`src/rtl/adder_tree_seq_if.sv`:
```
// Operand stream in, reduced result out, for adder_tree_seq.
// master drives operands and result-ready; slave is the sequencer.
interface adder_tree_seq_if #(
    parameter int WIDTH = 17,
    parameter int ACC_W = 27,
    parameter int CNT_W = 16
);
    logic             in_valid;
    logic             in_ready;
    logic [WIDTH-1:0] in_data;
    logic             in_last;
    logic             out_valid;
    logic             out_ready;
    logic [ACC_W-1:0] out_sum;
    logic [CNT_W-1:0] out_count;
    logic             out_ovf;
    logic             busy;

    modport master (
        output in_valid, in_data, in_last, out_ready,
        input  in_ready, out_valid, out_sum, out_count, out_ovf, busy
    );

    modport slave (
        input  in_valid, in_data, in_last, out_ready,
        output in_ready, out_valid, out_sum, out_count, out_ovf, busy
    );
endinterface

```
`src/rtl/adder_tree_seq.sv`:
```
// Stream reducer: collects operands four at a time into lane registers,
// sums them with one 4-input adder tree and accumulates into a wide register.
module AdderTree_unsigned #(
    parameter int WIDTH = 17
) (
    input  logic [3:0][WIDTH-1:0] operands,
    output logic [WIDTH+1:0]      sum
);
    logic [WIDTH:0] pair_lo;
    logic [WIDTH:0] pair_hi;

    assign pair_lo = {1'b0, operands[0]} + {1'b0, operands[1]};
    assign pair_hi = {1'b0, operands[2]} + {1'b0, operands[3]};
    assign sum     = {1'b0, pair_lo} + {1'b0, pair_hi};
endmodule

module adder_tree_seq_lane #(
    parameter int WIDTH = 17
) (
    input  logic             clk,
    input  logic             rst_n,
    input  logic             wr,
    input  logic             clr,
    input  logic [WIDTH-1:0] d,
    output logic [WIDTH-1:0] q
);
    // Cleared after every tree pass so unfilled lanes contribute zero.
    always_ff @(posedge clk) begin
        if (!rst_n || clr) q <= '0;
        else if (wr)       q <= d;
    end
endmodule

module adder_tree_seq #(
    parameter int WIDTH = 17,
    parameter int ACC_W = 27,
    parameter int CNT_W = 16
) (
    input logic              clk,
    input logic              rst_n,
    adder_tree_seq_if.slave  bus
);
    localparam int NUM_LANES = 4;

    typedef enum logic [1:0] {COLLECT, SUM, DONE} state_t;

    state_t                          state, state_nxt;
    logic [1:0]                      idx;
    logic [NUM_LANES-1:0][WIDTH-1:0] lanes;
    logic [NUM_LANES-1:0]            lane_wr;
    logic [ACC_W-1:0]                acc;
    logic [CNT_W-1:0]                count;
    logic                            ovf;
    logic                            last_seen;
    logic                            xfer;
    logic                            in_ready;
    logic                            out_valid;
    logic                            sum_en;
    logic                            out_xfer;
    logic [WIDTH+1:0]                tree_sum;
    logic [ACC_W:0]                  acc_add;

    assign xfer = bus.in_valid && (state == COLLECT);

    for (genvar g = 0; g < NUM_LANES; g++) begin : g_lane
        assign lane_wr[g] = xfer && (idx == 2'(g));
        adder_tree_seq_lane #(.WIDTH(WIDTH)) u_lane (
            .clk   (clk),
            .rst_n (rst_n),
            .wr    (lane_wr[g]),
            .clr   (sum_en),
            .d     (bus.in_data),
            .q     (lanes[g])
        );
    end

    AdderTree_unsigned #(.WIDTH(WIDTH)) u_tree (
        .operands (lanes),
        .sum      (tree_sum)
    );

    // Extra top bit of the add is the wrap indicator for the sticky flag.
    assign acc_add = {1'b0, acc} + (ACC_W+1)'(tree_sum);

    always_ff @(posedge clk) begin
        if (!rst_n) state <= COLLECT;
        else        state <= state_nxt;
    end

    always_comb begin
        state_nxt = state;
        in_ready  = 1'b0;
        out_valid = 1'b0;
        sum_en    = 1'b0;
        out_xfer  = 1'b0;
        unique case (state)
            COLLECT: begin
                in_ready = 1'b1;
                if (bus.in_valid && (idx == 2'd3 || bus.in_last)) state_nxt = SUM;
            end
            SUM: begin
                sum_en    = 1'b1;
                state_nxt = last_seen ? DONE : COLLECT;
            end
            DONE: begin
                out_valid = 1'b1;
                if (bus.out_ready) begin
                    out_xfer  = 1'b1;
                    state_nxt = COLLECT;
                end
            end
            default: state_nxt = COLLECT;
        endcase
    end

    always_ff @(posedge clk) begin
        if (!rst_n) begin
            idx       <= '0;
            acc       <= '0;
            count     <= '0;
            ovf       <= 1'b0;
            last_seen <= 1'b0;
        end else begin
            if (xfer) begin
                idx       <= idx + 2'd1;
                last_seen <= bus.in_last;
                if (count != '1) count <= count + CNT_W'(1);
            end
            if (sum_en) begin
                idx <= '0;
                acc <= acc_add[ACC_W-1:0];
                ovf <= ovf | acc_add[ACC_W];
            end
            if (out_xfer) begin
                acc       <= '0;
                count     <= '0;
                ovf       <= 1'b0;
                last_seen <= 1'b0;
            end
        end
    end

    assign bus.in_ready  = in_ready;
    assign bus.out_valid = out_valid;
    assign bus.out_sum   = acc;
    assign bus.out_count = count;
    assign bus.out_ovf   = ovf;
    assign bus.busy      = !(state == COLLECT && idx == 2'd0 && acc == '0);
endmodule

```
`src/flat_wrapper.sv`:
```
// flat-port wrapper written by rule: the top's interface ports become plain ports
module adder_tree_seq_flat 
#(
    parameter int WIDTH = 17,
    parameter int ACC_W = 27,
    parameter int CNT_W = 16
)
  (clk, rst_n, bus_in_valid, bus_in_data, bus_in_last, bus_out_ready, bus_in_ready, bus_out_valid, bus_out_sum, bus_out_count, bus_out_ovf, bus_busy);
  adder_tree_seq_if #(.WIDTH(WIDTH), .ACC_W(ACC_W), .CNT_W(CNT_W)) bus_i ();
  input logic clk;
  input logic rst_n;
  input wire logic [$bits(bus_i.in_valid)-1:0] bus_in_valid;
  input wire logic [$bits(bus_i.in_data)-1:0] bus_in_data;
  input wire logic [$bits(bus_i.in_last)-1:0] bus_in_last;
  input wire logic [$bits(bus_i.out_ready)-1:0] bus_out_ready;
  output wire logic [$bits(bus_i.in_ready)-1:0] bus_in_ready;
  output wire logic [$bits(bus_i.out_valid)-1:0] bus_out_valid;
  output wire logic [$bits(bus_i.out_sum)-1:0] bus_out_sum;
  output wire logic [$bits(bus_i.out_count)-1:0] bus_out_count;
  output wire logic [$bits(bus_i.out_ovf)-1:0] bus_out_ovf;
  output wire logic [$bits(bus_i.busy)-1:0] bus_busy;
  assign bus_i.in_valid = bus_in_valid;
  assign bus_i.in_data = bus_in_data;
  assign bus_i.in_last = bus_in_last;
  assign bus_i.out_ready = bus_out_ready;
  assign bus_in_ready = bus_i.in_ready;
  assign bus_out_valid = bus_i.out_valid;
  assign bus_out_sum = bus_i.out_sum;
  assign bus_out_count = bus_i.out_count;
  assign bus_out_ovf = bus_i.out_ovf;
  assign bus_busy = bus_i.busy;
  adder_tree_seq #(.WIDTH(WIDTH), .ACC_W(ACC_W), .CNT_W(CNT_W)) u_core (.clk(clk), .rst_n(rst_n), .bus(bus_i));
endmodule
```
`config.mk`:
```
export PLATFORM = sky130hd
export DESIGN_NAME = adder_tree_seq_flat
export DESIGN_NICKNAME = d
export VERILOG_FILES = /design/src/rtl/adder_tree_seq_if.sv /design/src/rtl/adder_tree_seq.sv /design/src/flat_wrapper.sv
export SDC_FILE = /design/constraint.sdc
export NUM_CORES = 1
export LEC_CHECK = 0
export BUFFER_PORTS_ARGS = -buffer_cell sky130_fd_sc_hd__buf_2
export CORE_MARGIN = 2
export CORE_UTILIZATION = 55
export CTS_CLUSTER_SIZE = 12
export DETAILED_ROUTE_END_ITERATION = 12
export GPL_ROUTABILITY_DRIVEN = 0
export PLACE_DENSITY = 0.88
export SETUP_SLACK_MARGIN = 0.1
export SYNTH_ARGS = -nofsm -noshare
export SYNTH_HDL_FRONTEND = slang
export SYNTH_HIERARCHICAL = 1
export SYNTH_SLANG_ARGS = --single-unit
```
`constraint.sdc`:
```
create_clock -name clk -period 4.6 [get_ports clk]
set_clock_uncertainty 0.1 [all_clocks]
set_input_delay 0.92 -clock clk [delete_from_list [all_inputs] [get_ports clk]]
set_output_delay 0.92 -clock clk [all_outputs]
set_load 0.02 [all_outputs]
```
==> results.md <==
- Vias: 7,080
- Num Clock Sinks: 117
- Via density: 6.10
- Post-synth cell types: 71
- Finished Layout Cells: 1,161
- Pleak: 3.90 nW
- Worst path depth: 21
- Vias in the first global route: 6,544
- Die Width: 121 um
- TritonCTS Buffers: 17
- Synth area leaders: dfxtp_1 (31%), mux2i_1 (9.4%), fa_1 (9.3%)
- Slowest CP cell: fa_1
- Ys flop type: dfxtp_1
- Fin. max-slew vios: 0
- Period minus WS final: 4820 ps
- DR pass1 iterations: 7
- Die area: 14,600 um^2
- Net count, final: 1,071
- CP startpoint: u_core/g_lane[2].u_lane/q[1]
- I/O pin count: 69
- Hold_buf cts: 0
- Final setup violation count: 13
- Max Cap Viol: 0
- Ant diodes: 0
- Yosys warning count: 6
- Most frequent cells in the layout: dfxtp_1 (115), inv_1 (113), nor2_1 (112)
- P_int: 2.10 mW
- Area of the core: 13,300 um^2
- Worst-Skew Late Latency: 430 ps
- IO Port Bufs: 68
- Sw Ratio: 0.286
- Asr flop ratio synth: 0
- Grt ovf: 0
- Dpl cells: 1,115
- Status: complete, but fails checks
- Syn_nets: 960
- CP delay by family, top: adder cells
- Initial antenna violation count: 0
- Power Total: 2.94 mW
- Area share of fa/ha/maj cells after synthesis: 0.163
- Commonest non-fill, non-tap cell in the layout: dfxtp_1
- Unrepaired setup endpoints after global routing: yes
- R2R cell count: 21
- Final WS setup: -217 ps
- Clk pwr share: 0.467
- Clock transition at path regs: 60 ps
- PwrDens: 317 nW/um^2
- DRT Wirelength: 22,500 um
- Count of final hold-check violations: 0
- Hpwl dp: 12,700 um
- Reg-to-reg startpoint: u_core/g_lane[2].u_lane/q[1]
- Share of cells above drive strength 1: 0.242
- Clk buf depth: 2
- Area share of the largest cell type after synthesis: 0.311
- Power share of the combinational group: 0.171
- Share of power burned in registers: 0.362
- Post-Syn Instances: 861
- Buf/Inv on CP: 3
- GRT Total Usage: 0.275
- Complex-gate fraction of the synthesized area: 0.122
- Worst EP arrival: 5090 ps
- Req. time, crit path: 4880 ps
- Final setup TNS: -1600 ps
- Global-route wire length before repair: 31,800 um
- Max incr delay on CP: 550 ps
- Hold_sp: u_core/last_seen
- Worst hold path stage count: 2
- CP Capture Type: flip-flop
- Post-Synthesis Cell Area: 7530 um^2
- Cell taking the most area after synthesis: dfxtp_1
- DRC Markers: 0
- Cell Rows: 42
- Critical-path cell list: inv_2, fa_1, fa_1, inv_1, ha_2, inv_2, fa_2, nor2b_4, o2111ai_4, a21oi_2, o211ai_2, mux2i_1, or4_4, ha_4, nand2_4, nor2_4, nand4_1, nor2_1, o21ai_1, a211o_1, nand2_1
- Synth-to-Final Area Change: 23.1%
- Tightest Pin Transition: 1250 ps
- Hold Crit Class: reg2reg
- Critical path peak fanout: 5
- Syn avg cell area: 8.74 um^2
- Synthesized flop and latch total: 117
- CTS tree: built
- Seq/Total Area, Yosys: 0.311
- Post-DRT Antenna Nets: 0
- Post-synth EDFFs: 0
- Initial Util: 0.566
- DRT iter0 DRCs: 726
- Root Driver: clkbuf_16
- Vert. Die Dim: 121 um
- Pin count of the biggest net entering global routing: 33
- Failing checks: setup timing
- Startpoint Class: flip-flop
- Post-Synth Simple-Gate Area: 0.168
- Relative slew margins: 0.169
- H-tree depth: 4
- Fin crit share: 1.05
- Post-Synth XOR/XNOR Area: 0.0500
- Switching power: 0.843 mW
- Kind of critical path: reg2reg
- Highest clock rate: 208 MHz
- WL per Instance: 19.4 um
- Fill cells: 833
- Largest family of logic cells by synthesized area: simple AND/OR/NAND/NOR gates
- Worst vdd rail ir drop: 0.000210 V
- Multiplexer area fraction after synthesis: 0.0944
- Flop2flop setup slack: -220 ps
==> power by group through the flow <==
stage | sequential (mW) | clock [mW] | combinational, mW
after floorplan | 1.09 | 0 | 0.298
after global placement | 1.08 | 0 | 0.403
after detailed placement | 1.09 | 0 | 0.414
after CTS | 1.06 | 1.37 | 0.435
after global routing | 1.07 | 1.43 | 0.533
final | 1.07 | 1.37 | 0.503
==> registers in the layout (all words and copies together) (netlist names) <==
register                flops
u_core/last_seen            1
u_core/bus.out_count       16
u_core/idx                  2
u_core/bus.out_ovf          1
u_core/bus.out_sum         27
u_core/g_lane.u_lane/q     68
u_core/state                2
==> per-stage QoR <==
step                      area, um^2  hold slack, ps   util  worst slack, ps
after floorplan                 7560             337      -              153
after global placement          8170             348  0.614             41.0
after detailed placement        8170             348  0.614            -24.0
after CTS                       8910             366  0.670             16.5
after global routing            9270             377  0.697             -358
final                           9270             364  0.697             -217
==> timing repair <==
item | 4_1_cts | 5_1_grt
pin swaps | 14 | 35
buffers inserted | 8 | 7
gates resized for setup | 18 | 62
endpoints found under the setup margin | 15 | 18
==> cell families (layout without fill, tap and decap cells) <==
family / Yosys count / in the layout
AND/OR/NAND/NOR: 271 / 271
buffers and inverters: 147 / 271
AO/OA/AOI/OAI: 135 / 135
flip-flops: 117 / 117
adder cells (fa/ha/maj): 77 / 77
multiplexers: 71 / 71
XOR/XNOR: 43 / 43
==> worst min-delay path, cell delays in order (launching register included) <==
cell and delay (ps):
dfxtp_1 310, nand2_1 50, a21oi_1 60
==> cells in the mapped netlist (all sizes together), types with 2 or more instances <==
master	number
a211oi	6
nor2	119
o21a	4
a21boi	3
a21o	8
o211ai	6
fa	35
dfxtp	117
nand3b	2
a31o	2
nor3b	2
nand2b	10
clkbuf	15
nand4	15
and2	2
xor2	25
a21oi	44
a31oi	3
ha	42
o31ai	5
inv	116
nand2	57
nor3	5
and3	10
mux2i	71
buf	16
nor4	6
xnor2	18
o21ai	37
nand3	27
a211o	3
o211a	2
nor2b	5
a221oi	2
and4	4
==> path summary, 6_finish.rpt <==
check | endpoint
worst min register to register | u_core/last_seen
worst max register to register | u_core/bus.out_sum[20]
worst min-delay path | u_core/last_seen
worst max-delay path | u_core/bus.out_sum[20]
==> routing by layer <==
metal,global-route usage,up-vias,routed length [um]
met1,0.328,3319,8400
met4,0.138,0,1300
met2,0.465,519,10700
met3,0.0625,139,2100
li1,-,3103,-
met5,0,-,0
==> area by class of cell <==
| class | count | area, um^2 | share of cell area |
|---|---|---|---|
| Clock buffer | 17 | 425 | 0.0459 |
| Clock inverter | 15 | 181 | 0.0196 |
| Inverter | 116 | 435 | 0.0470 |
| Multi-Input combinational cell | 597 | 4900 | 0.528 |
| Sequential cell | 117 | 2340 | 0.253 |
| Tap cell | 176 | 220 | 0.0238 |
| Timing Repair Buffer | 123 | 764 | 0.0825 |
Note: power is estimated with default switching activity, not from simulation.
